==> src/rtl/snake_input_ctrl.sv <==
// snake_input_ctrl
//   Input-side producer for the snake game-logic block. It conditions the four
//   raw board push-buttons, turns presses into a held direction and issues
//   the periodic move strobe.
//
//   Processing chain, per button:
//     2-FF synchroniser -> debounce counter -> one-cycle press pulse.
//   The press pulses go through a fixed priority (Top > Bottom > Left > Right).
//   The winning request is screened against the committed direction, so that
//   180-degree reversals can be refused. A request that passes the screen is
//   stored as the pending direction. On each move tick, pending is copied to
//   accion and mover pulses for one cycle.
//
// Ports:
//   uclk       system clock
//   reset      asynchronous reset, active low
//   BtnTop     raw button (active high, asynchronous to uclk)
//   BtnBottom  raw button
//   BtnLeft    raw button
//   BtnRight   raw button
//   enable     1 = game running, 0 = paused (tick counter frozen)
//   accion     committed direction: 0 none, 1 up, 2 down, 3 left, 4 right
//   mover      one-cycle move strobe; accion is already updated while it is high

// Per-button conditioning: synchroniser, debounce and press detection.
//   btn    raw button level
//   press  one-cycle pulse on the first cycle the debounced state reads 1
module snake_btn_debounce #(
  parameter int DEBOUNCE_CYCLES = 500000,
  parameter int CNT_W           = 23
) (
  input  logic uclk,
  input  logic reset,
  input  logic btn,
  output logic press
);

  logic [1:0]       sync_pipe;
  logic [CNT_W-1:0] cnt;
  logic             state;
  logic             differ;
  logic             settle;

  assign differ = sync_pipe[1] ^ state;
  assign settle = (cnt == CNT_W'(DEBOUNCE_CYCLES - 1));

  always_ff @(posedge uclk or negedge reset) begin
    if (!reset) begin
      sync_pipe <= '0;
      cnt       <= '0;
      state     <= 1'b0;
      press     <= 1'b0;
    end else begin
      sync_pipe <= {sync_pipe[0], btn};
      press     <= 1'b0;
      if (!differ) begin
        // Any agreement restarts the run, so only an unbroken run flips state.
        cnt <= '0;
      end else if (settle) begin
        cnt   <= '0;
        state <= sync_pipe[1];
        // This is a rising edge only when the new state is 1. A release
        // does not produce a press.
        press <= sync_pipe[1];
      end else begin
        cnt <= cnt + CNT_W'(1);
      end
    end
  end

endmodule

module snake_input_ctrl #(
  parameter int DEBOUNCE_CYCLES = 500000,
  parameter int TICK_CYCLES     = 5000000,
  parameter int CNT_W           = 23,
  parameter bit ALLOW_REVERSE   = 1'b0
) (
  input  logic       uclk,
  input  logic       reset,
  input  logic       BtnTop,
  input  logic       BtnBottom,
  input  logic       BtnLeft,
  input  logic       BtnRight,
  input  logic       enable,
  output logic [2:0] accion,
  output logic       mover
);

  localparam int NUM_BTNS = 4;

  typedef enum logic [2:0] {
    DIR_NONE  = 3'd0,
    DIR_UP    = 3'd1,
    DIR_DOWN  = 3'd2,
    DIR_LEFT  = 3'd3,
    DIR_RIGHT = 3'd4
  } dir_t;

  typedef struct packed {
    logic vld;
    dir_t dir;
  } req_t;

  // Bit order matches the priority order: index 0 has the highest priority.
  logic [NUM_BTNS-1:0] btn;
  logic [NUM_BTNS-1:0] press;

  assign btn = {BtnRight, BtnLeft, BtnBottom, BtnTop};

  for (genvar i = 0; i < NUM_BTNS; i++) begin : g_btn
    snake_btn_debounce #(
      .DEBOUNCE_CYCLES (DEBOUNCE_CYCLES),
      .CNT_W           (CNT_W)
    ) u_deb (
      .uclk  (uclk),
      .reset (reset),
      .btn   (btn[i]),
      .press (press[i])
    );
  end

  // Fixed-priority pick among simultaneous presses.
  req_t req;

  always_comb begin
    req = '{vld: 1'b0, dir: DIR_NONE};
    if (press[0])      req = '{vld: 1'b1, dir: DIR_UP};
    else if (press[1]) req = '{vld: 1'b1, dir: DIR_DOWN};
    else if (press[2]) req = '{vld: 1'b1, dir: DIR_LEFT};
    else if (press[3]) req = '{vld: 1'b1, dir: DIR_RIGHT};
  end

  function automatic dir_t opposite(input dir_t d);
    case (d)
      DIR_UP:    return DIR_DOWN;
      DIR_DOWN:  return DIR_UP;
      DIR_LEFT:  return DIR_RIGHT;
      DIR_RIGHT: return DIR_LEFT;
      default:   return DIR_NONE;
    endcase
  endfunction

  dir_t accion_q;
  dir_t pending;
  logic reversal;
  logic accept;

  // Reversal is judged against what the snake is actually doing (accion_q),
  // not against an uncommitted pending choice. Because opposite(DIR_NONE) is
  // DIR_NONE and req.dir is never DIR_NONE when valid, nothing is refused
  // while the snake has no committed direction.
  assign reversal = (accion_q != DIR_NONE) && (req.dir == opposite(accion_q));
  assign accept   = req.vld && (ALLOW_REVERSE || !reversal);

  logic [CNT_W-1:0] tick_cnt;
  logic             wrap;

  assign wrap = enable && (tick_cnt == CNT_W'(TICK_CYCLES - 1));

  always_ff @(posedge uclk or negedge reset) begin
    if (!reset) begin
      tick_cnt <= '0;
      mover    <= 1'b0;
      accion_q <= DIR_NONE;
      pending  <= DIR_NONE;
    end else begin
      mover <= 1'b0;
      if (wrap) begin
        tick_cnt <= '0;
        mover    <= 1'b1;
        accion_q <= pending;
      end else if (enable) begin
        tick_cnt <= tick_cnt + CNT_W'(1);
      end
      // A request accepted on the wrap edge lands in pending after the commit
      // above has sampled the old value, so it takes effect on the next tick.
      // Pending is never cleared on commit, so the held direction persists.
      if (accept) pending <= req.dir;
    end
  end

  assign accion = accion_q;

endmodule

==> config.mk <==
export PLATFORM = sky130hd
export DESIGN_NAME = snake_input_ctrl
export DESIGN_NICKNAME = d
export VERILOG_FILES = /design/src/rtl/snake_input_ctrl.sv
export SDC_FILE = /design/constraint.sdc
export NUM_CORES = 1
export LEC_CHECK = 0
export CAP_MARGIN = 20
export CORE_ASPECT_RATIO = 1.25
export CORE_MARGIN = 1.5
export CORE_UTILIZATION = 30
export DETAILED_ROUTE_END_ITERATION = 10
export PLACE_DENSITY = 0.55
export SLEW_MARGIN = 20
export SYNTH_ARGS = -nofsm -noshare
export SYNTH_HDL_FRONTEND = slang
export SYNTH_SLANG_ARGS = --single-unit
==> constraint.sdc <==
create_clock -name uclk -period 2.17 [get_ports uclk]
set_clock_uncertainty 0.2 [all_clocks]
set_input_delay 0.434 -clock uclk [delete_from_list [all_inputs] [get_ports uclk]]
set_output_delay 0.434 -clock uclk [all_outputs]
set_load 0.01 [all_outputs]
* Word level (Yosys, flattened, before mapping)
Cells that the tools add are included.
** Cells by class
- $add $sub $neg :: 5
- Eq/ne operators :: 10
- Bitwise logic cells :: 4
- Reduce and logical (&&, ||, !) cells :: 10
- Muxes and demuxes :: 24
** Operator list (number)
- 23-bit two-way mux :: 10
- 23-bit by 1-bit adder with 23-bit output (second input constant) :: 5
- 23-bit by 19-bit equality test with 1-bit output (second input constant) :: 4
- 23-bit equality test (second input constant) :: 1
- 4-bit two-way mux :: 4
- 3-bit case mux with 4 select lines :: 1
- 1-bit two-way mux :: 9
- 2-bit AND reduction :: 4
- 3-bit by 2-bit equality test with 1-bit output (second input constant) :: 2
- 1-bit XOR :: 4
- 3-bit by 1-bit equality test with 1-bit output (second input constant) :: 1
- 3-bit equality test :: 1
- 3-bit equality test (second input constant) :: 1
- 1-bit logical AND :: 3
- 3-bit nonzero test :: 1
- 2-bit nonzero test :: 1
- 1-bit logical NOT :: 1
** Word-level totals
- Bits of input ports :: 7
- Word-level logic and storage cells :: 73
- Register bits after elaboration :: 138
- Output and inout port bits :: 4

* Longest topological paths before layout
Gate-level depths: netlist of run 1.
- Depth after elaboration :: 8
- Gate-level depth with buffers :: 7
- Mapped depth without buffers :: 6

* Cells and area by module
A second synthesis of run 1 with hierarchy kept.
** Second synthesis, totals
- Cells, all modules :: 672
- Area, all modules :: 6766.5 µm²
** Modules (own cells, without submodules)
- snake_btn_debounce :: area an instance 1305.0 µm², sequential area each 675.6 µm², times used 4, cells an instance 131
- snake_input_ctrl :: area an instance 1546.5 µm², sequential area each 750.7 µm², times used 1, cells an instance 148

* Worst setup path before layout of run 1
OpenSTA, ideal clock, no wires.
- Kind :: reg2reg
- From :: reg tick_cnt[7]
- To :: reg accion_q[0], in the netlist accion[0]
- Data required time :: 1845 ps
- Stages on the path, launching flop included :: 6
- Setup slack :: 182 ps
- Arrival :: 1663 ps
- Clock period less this slack :: 1988 ps
- Buffers on the path :: 1
- Setup time :: 125 ps
- Cell sequence :: dfrtp_1 > or4_4 > nor2_1 > and4_1 > buf_4 > mux2_2
** Between the ends
- Longest elaborated chain between the ends :: 2
** RTL lines
- start, declared :: RTL line 156 : logic [CNT_W-1:0] tick_cnt;
- start signal, assigned :: RTL line 174 : tick_cnt <= tick_cnt + CNT_W'(1);
- 23-bit equality test :: RTL line 159 : assign wrap = enable && (tick_cnt == CNT_W'(TICK_CYCLES - 1));
- 1-bit logical AND :: RTL line 159
- end signal, assigned :: RTL line 172 : accion_q <= pending;
- end, declared :: RTL line 144 : dir_t accion_q;
No other way between the ends.
A chain may end at the register's enable or synchronous reset.

* Final worst setup path of run 1
- From :: reg accion_q[1], in the netlist accion[1]
- To :: out accion[1]
** RTL lines
- end, declared :: RTL line 86 : output logic [2:0] accion,
No word-level cell between the ends.

==> results of run 1 <==
final cells by class:
cell class	instances	share of cell area [%]
inverters	15	0.7236
clock buffers	22	6.094
repair buffers	47	5.901
multi-input cells	468	37.27
flip-flops and latches	138	44.38
well taps	274	4.406
clock inverters	8	1.222
per-layer routing:
metal  GRT usage [%]  vias to the layer above
met3           2.953                       12
met2           19.78                       43
met5               0                        -
met4           4.067                        0
li1                -                     2281
met1           15.08                     2222
layout by cell type (no fill, tap or decap), types with 15 or more instances in the layout:
cell,n
dfrtp_1,138
nor2_1,124
xor2_1,57
xnor2_1,51
nand3_1,44
nand4_1,40
nand2_1,38
buf_4,30
and3_1,21
clkbuf_16,17
inv_1,15
worst register-to-register path, stage by stage, from the launching register on:
cell	delay (ps)
dfrtp_1	410
or4_4	540
nor2_1	110
and4_1	330
mux2_2	360
worst min-delay path by stage:
stage | depth (start not counted) | endpoint | from
finish | 0 | g_btn[1].u_deb.sync_pipe[1] | g_btn[1].u_deb.sync_pipe[0]
global placement | 0 | g_btn[2].u_deb.sync_pipe[1] | g_btn[2].u_deb.sync_pipe[0]
detailed placement | 0 | g_btn[1].u_deb.sync_pipe[1] | g_btn[1].u_deb.sync_pipe[0]
global route | 0 | g_btn[1].u_deb.sync_pipe[1] | g_btn[1].u_deb.sync_pipe[0]
CTS | 0 | g_btn[1].u_deb.sync_pipe[1] | g_btn[1].u_deb.sync_pipe[0]
floorplan | 0 | accion[0] | reset
sequential cells by signal (all words and copies together) (netlist names):
| signal | flops |
|---|---|
| tick_cnt | 23 |
| accion | 3 |
| mover | 1 |
| pending | 3 |
| g_btn.u_deb.press | 4 |
| g_btn.u_deb.sync_pipe | 8 |
| g_btn.u_deb.state | 4 |
| g_btn.u_deb.cnt | 92 |
logic make-up (layout without fill, tap and decap cells):
group,after synthesis,in the layout,share of synthesized area [%]
simple gates,334,334,26.37
flops,138,138,53.52
xor+xnor,108,108,14.66
buf+inv,28,92,1.997
compound gates,15,15,1.377
mux,6,6,1.105
fa+ha+maj,5,5,0.9696
stage by stage:
stage,std cells,cell area (um2),TNS (ps)
finish,972,7781,0
CTS,970,7734,0
global placement,939,7154,-40.68
detailed placement,939,7154,-131.7
floorplan,634,6452,0
global route,972,7781,0
synthesized netlist by cell type, drive strengths merged:
cell    number  share of area, %
nand2b       3              0.29
nor2b        1             0.097
or2          3              0.29
a21oi        2              0.16
and4        10               1.4
mux2         6               1.1
nor3        16               1.3
or4b         2              0.31
or4          2              0.35
nand4       40               3.9
a21boi       1              0.12
inv         15              0.87
nor4        16               1.9
xor2        57               7.7
and2         1             0.097
nor2       125               7.3
o21ai        7              0.54
o21bai       1              0.12
nand3       44               3.4
nor4b        6              0.81
o31ai        1              0.12
and3b        1              0.14
and3        21               2.0
o211ai       1              0.12
nand3b       2              0.23
ha           5              0.97
nor3b        3              0.35
buf         12               1.1
dfrtp      138                54
a21o         1              0.12
o22ai        1             0.097
nand2       38               2.2
xnor2       51               6.9
clkbuf       1             0.058
what timing repair did:
| item | in CTS | in global routing |
|---|---|---|
| resized for setup | 0 | 7 |
| endpoints found under the hold margin | 45 | 0 |
| endpoints found under the setup margin | 0 | 55 |
| buffers inserted | 0 | 2 |
| hold buffers | 1 | 0 |
power by group:
part           switching [mW]  internal [mW]  total, mW
combinational           0.163          0.139      0.301
clock                    1.03           1.76       2.79
sequential             0.0874           2.66       2.74
total                    1.28           4.56       5.83
==> metrics.md, run 1 <==
| Metric | Value |
|---|---|
| Multi-input logic area | 0.002900 mm2 |
| R2R setup slack | 110 ps |
| Mapped Area | 0.006452 mm2 |
| Met1 WL | 5665 um |
| WP data required | 1540 ps |
| Initial core utilization | 30.78% |
| Drt initial violations | 237 |
| Reg2reg end | accion[0] |
| PnR Total Power | 5.834 mW |
| CTS tree | built |
| Antenna violations before repair | 0 |
| Final setup viols | 0 |
| FP Rows | 59 |
| DIE WIDTH | 134.2 um |
| Share of cells above drive strength 1 | 12.18% |
| CP peak stage delay | 580 ps |
| CTS HTree Levels | 4 |
| Longest Clk Path Bufs | 2 |
| Fill cells | 2143 |
| Core area | 0.02097 mm2 |
| Worst-path cell chain | clkdlybuf4s50_1 |
| ANT nets after route | 0 |
| Number of max-cap violations | 0 |
| P&R area growth vs syn | 20.59% |
| Worst EP arrival | 1460 ps |
| Fmax | 478.5 MHz |
| Worst-case vdd ir drop | 0.5421 mV |
| Die ar. | 0.02240 mm2 |
| Vias in the first global route | 4630 |
| Status | finished, final reports clean |
| Met2 routed WL | 5928 um |
| Power per Cell Area | 749.8 mW/mm2 |
| R2R depth | 4 |
| Syn_area_per_cell | 10.18 um2 |
| Final Routed Wirelength | 12000 um |
| Die Ht | 167.0 um |
| Gpl congestion | 0.7705 |
| Final Util | 37.12% |
| RSZ-0062 raised after global routing | no |
| GRT overflow | 0 |
| P_leak | 3.375 nW |
| Slew HR | 65.27% |
| Clock transition at path regs | 50 ps |
| Slew Limit Fails | 0 |
| Synth cell types | 42 |
| CP startpoint | accion[1] |
| DRC viols | 0 |
| Min cycle time layout | 2090 ps |
| Slowest-stage cell, CP | clkdlybuf4s50_1 |
| Levels on crit path | 1 |
| Via Count | 4558 |
| Worst Path Max Fanout | 5 |
| First-pass GRT wire length | 21690 um |
| Tcrit/Tclk final | 96.31% |
| Worst path bufs/invs | 1 |
| HP Class | reg -> reg |
| Seq. cell area | 0.003453 mm2 |
| Crit path capture | accion[1] |
| Num CTS Buffers | 17 |
| WS Path Type | reg -> out |
| Detailed placement HPWL | 8250 um |
| CP startpoint kind | register |
| Nets | 699 |
| Pre-CTS WS | -64.95 ps |
| Transition time at the pin with the least slew margin | 516.9 ps |
| Worst setup margin | 79.99 ps |
| Root buffer selected by CTS | clkbuf_16 |
| WHS | 145.3 ps |
| Final hold viol count | 0 |
| Port-buffer cells | 10 |
| CTS sink cnt | 138 |
| Largest net degree at the start of global routing | 49 |
| Max layer used | met4 |
| First-pass DRT Iterations | 4 |
| Met3 wire len | 247 um |
| CP top delay family | buffers and inverters |
| Number of vias per cell | 4.689 |
| Post-synth net total | 646 |
| CP endpoint kind | output port |
| RR Startpoint | tick_cnt[10] |
| Gr usage total | 11.91% |
| Seq/Total Area, Yosys | 53.52% |
| Antenna diodes | 0 |
| Mapped Cells | 634 |
| Synth warnings | 0 |
| # IOs | 11 |
| Later-pin clock latency in the skew report | 410 ps |
| WL per Instance | 12.35 um |
| Synthesized flop and latch total | 138 |
(Power assumes the default switching activity.)
==> run 2: changes to the inputs <==
CTS_CLUSTER_DIAMETER = 100   (was not set)
==> results of run 2 <==
No change in the layout: final DEF, timing and power equal those of run 1.
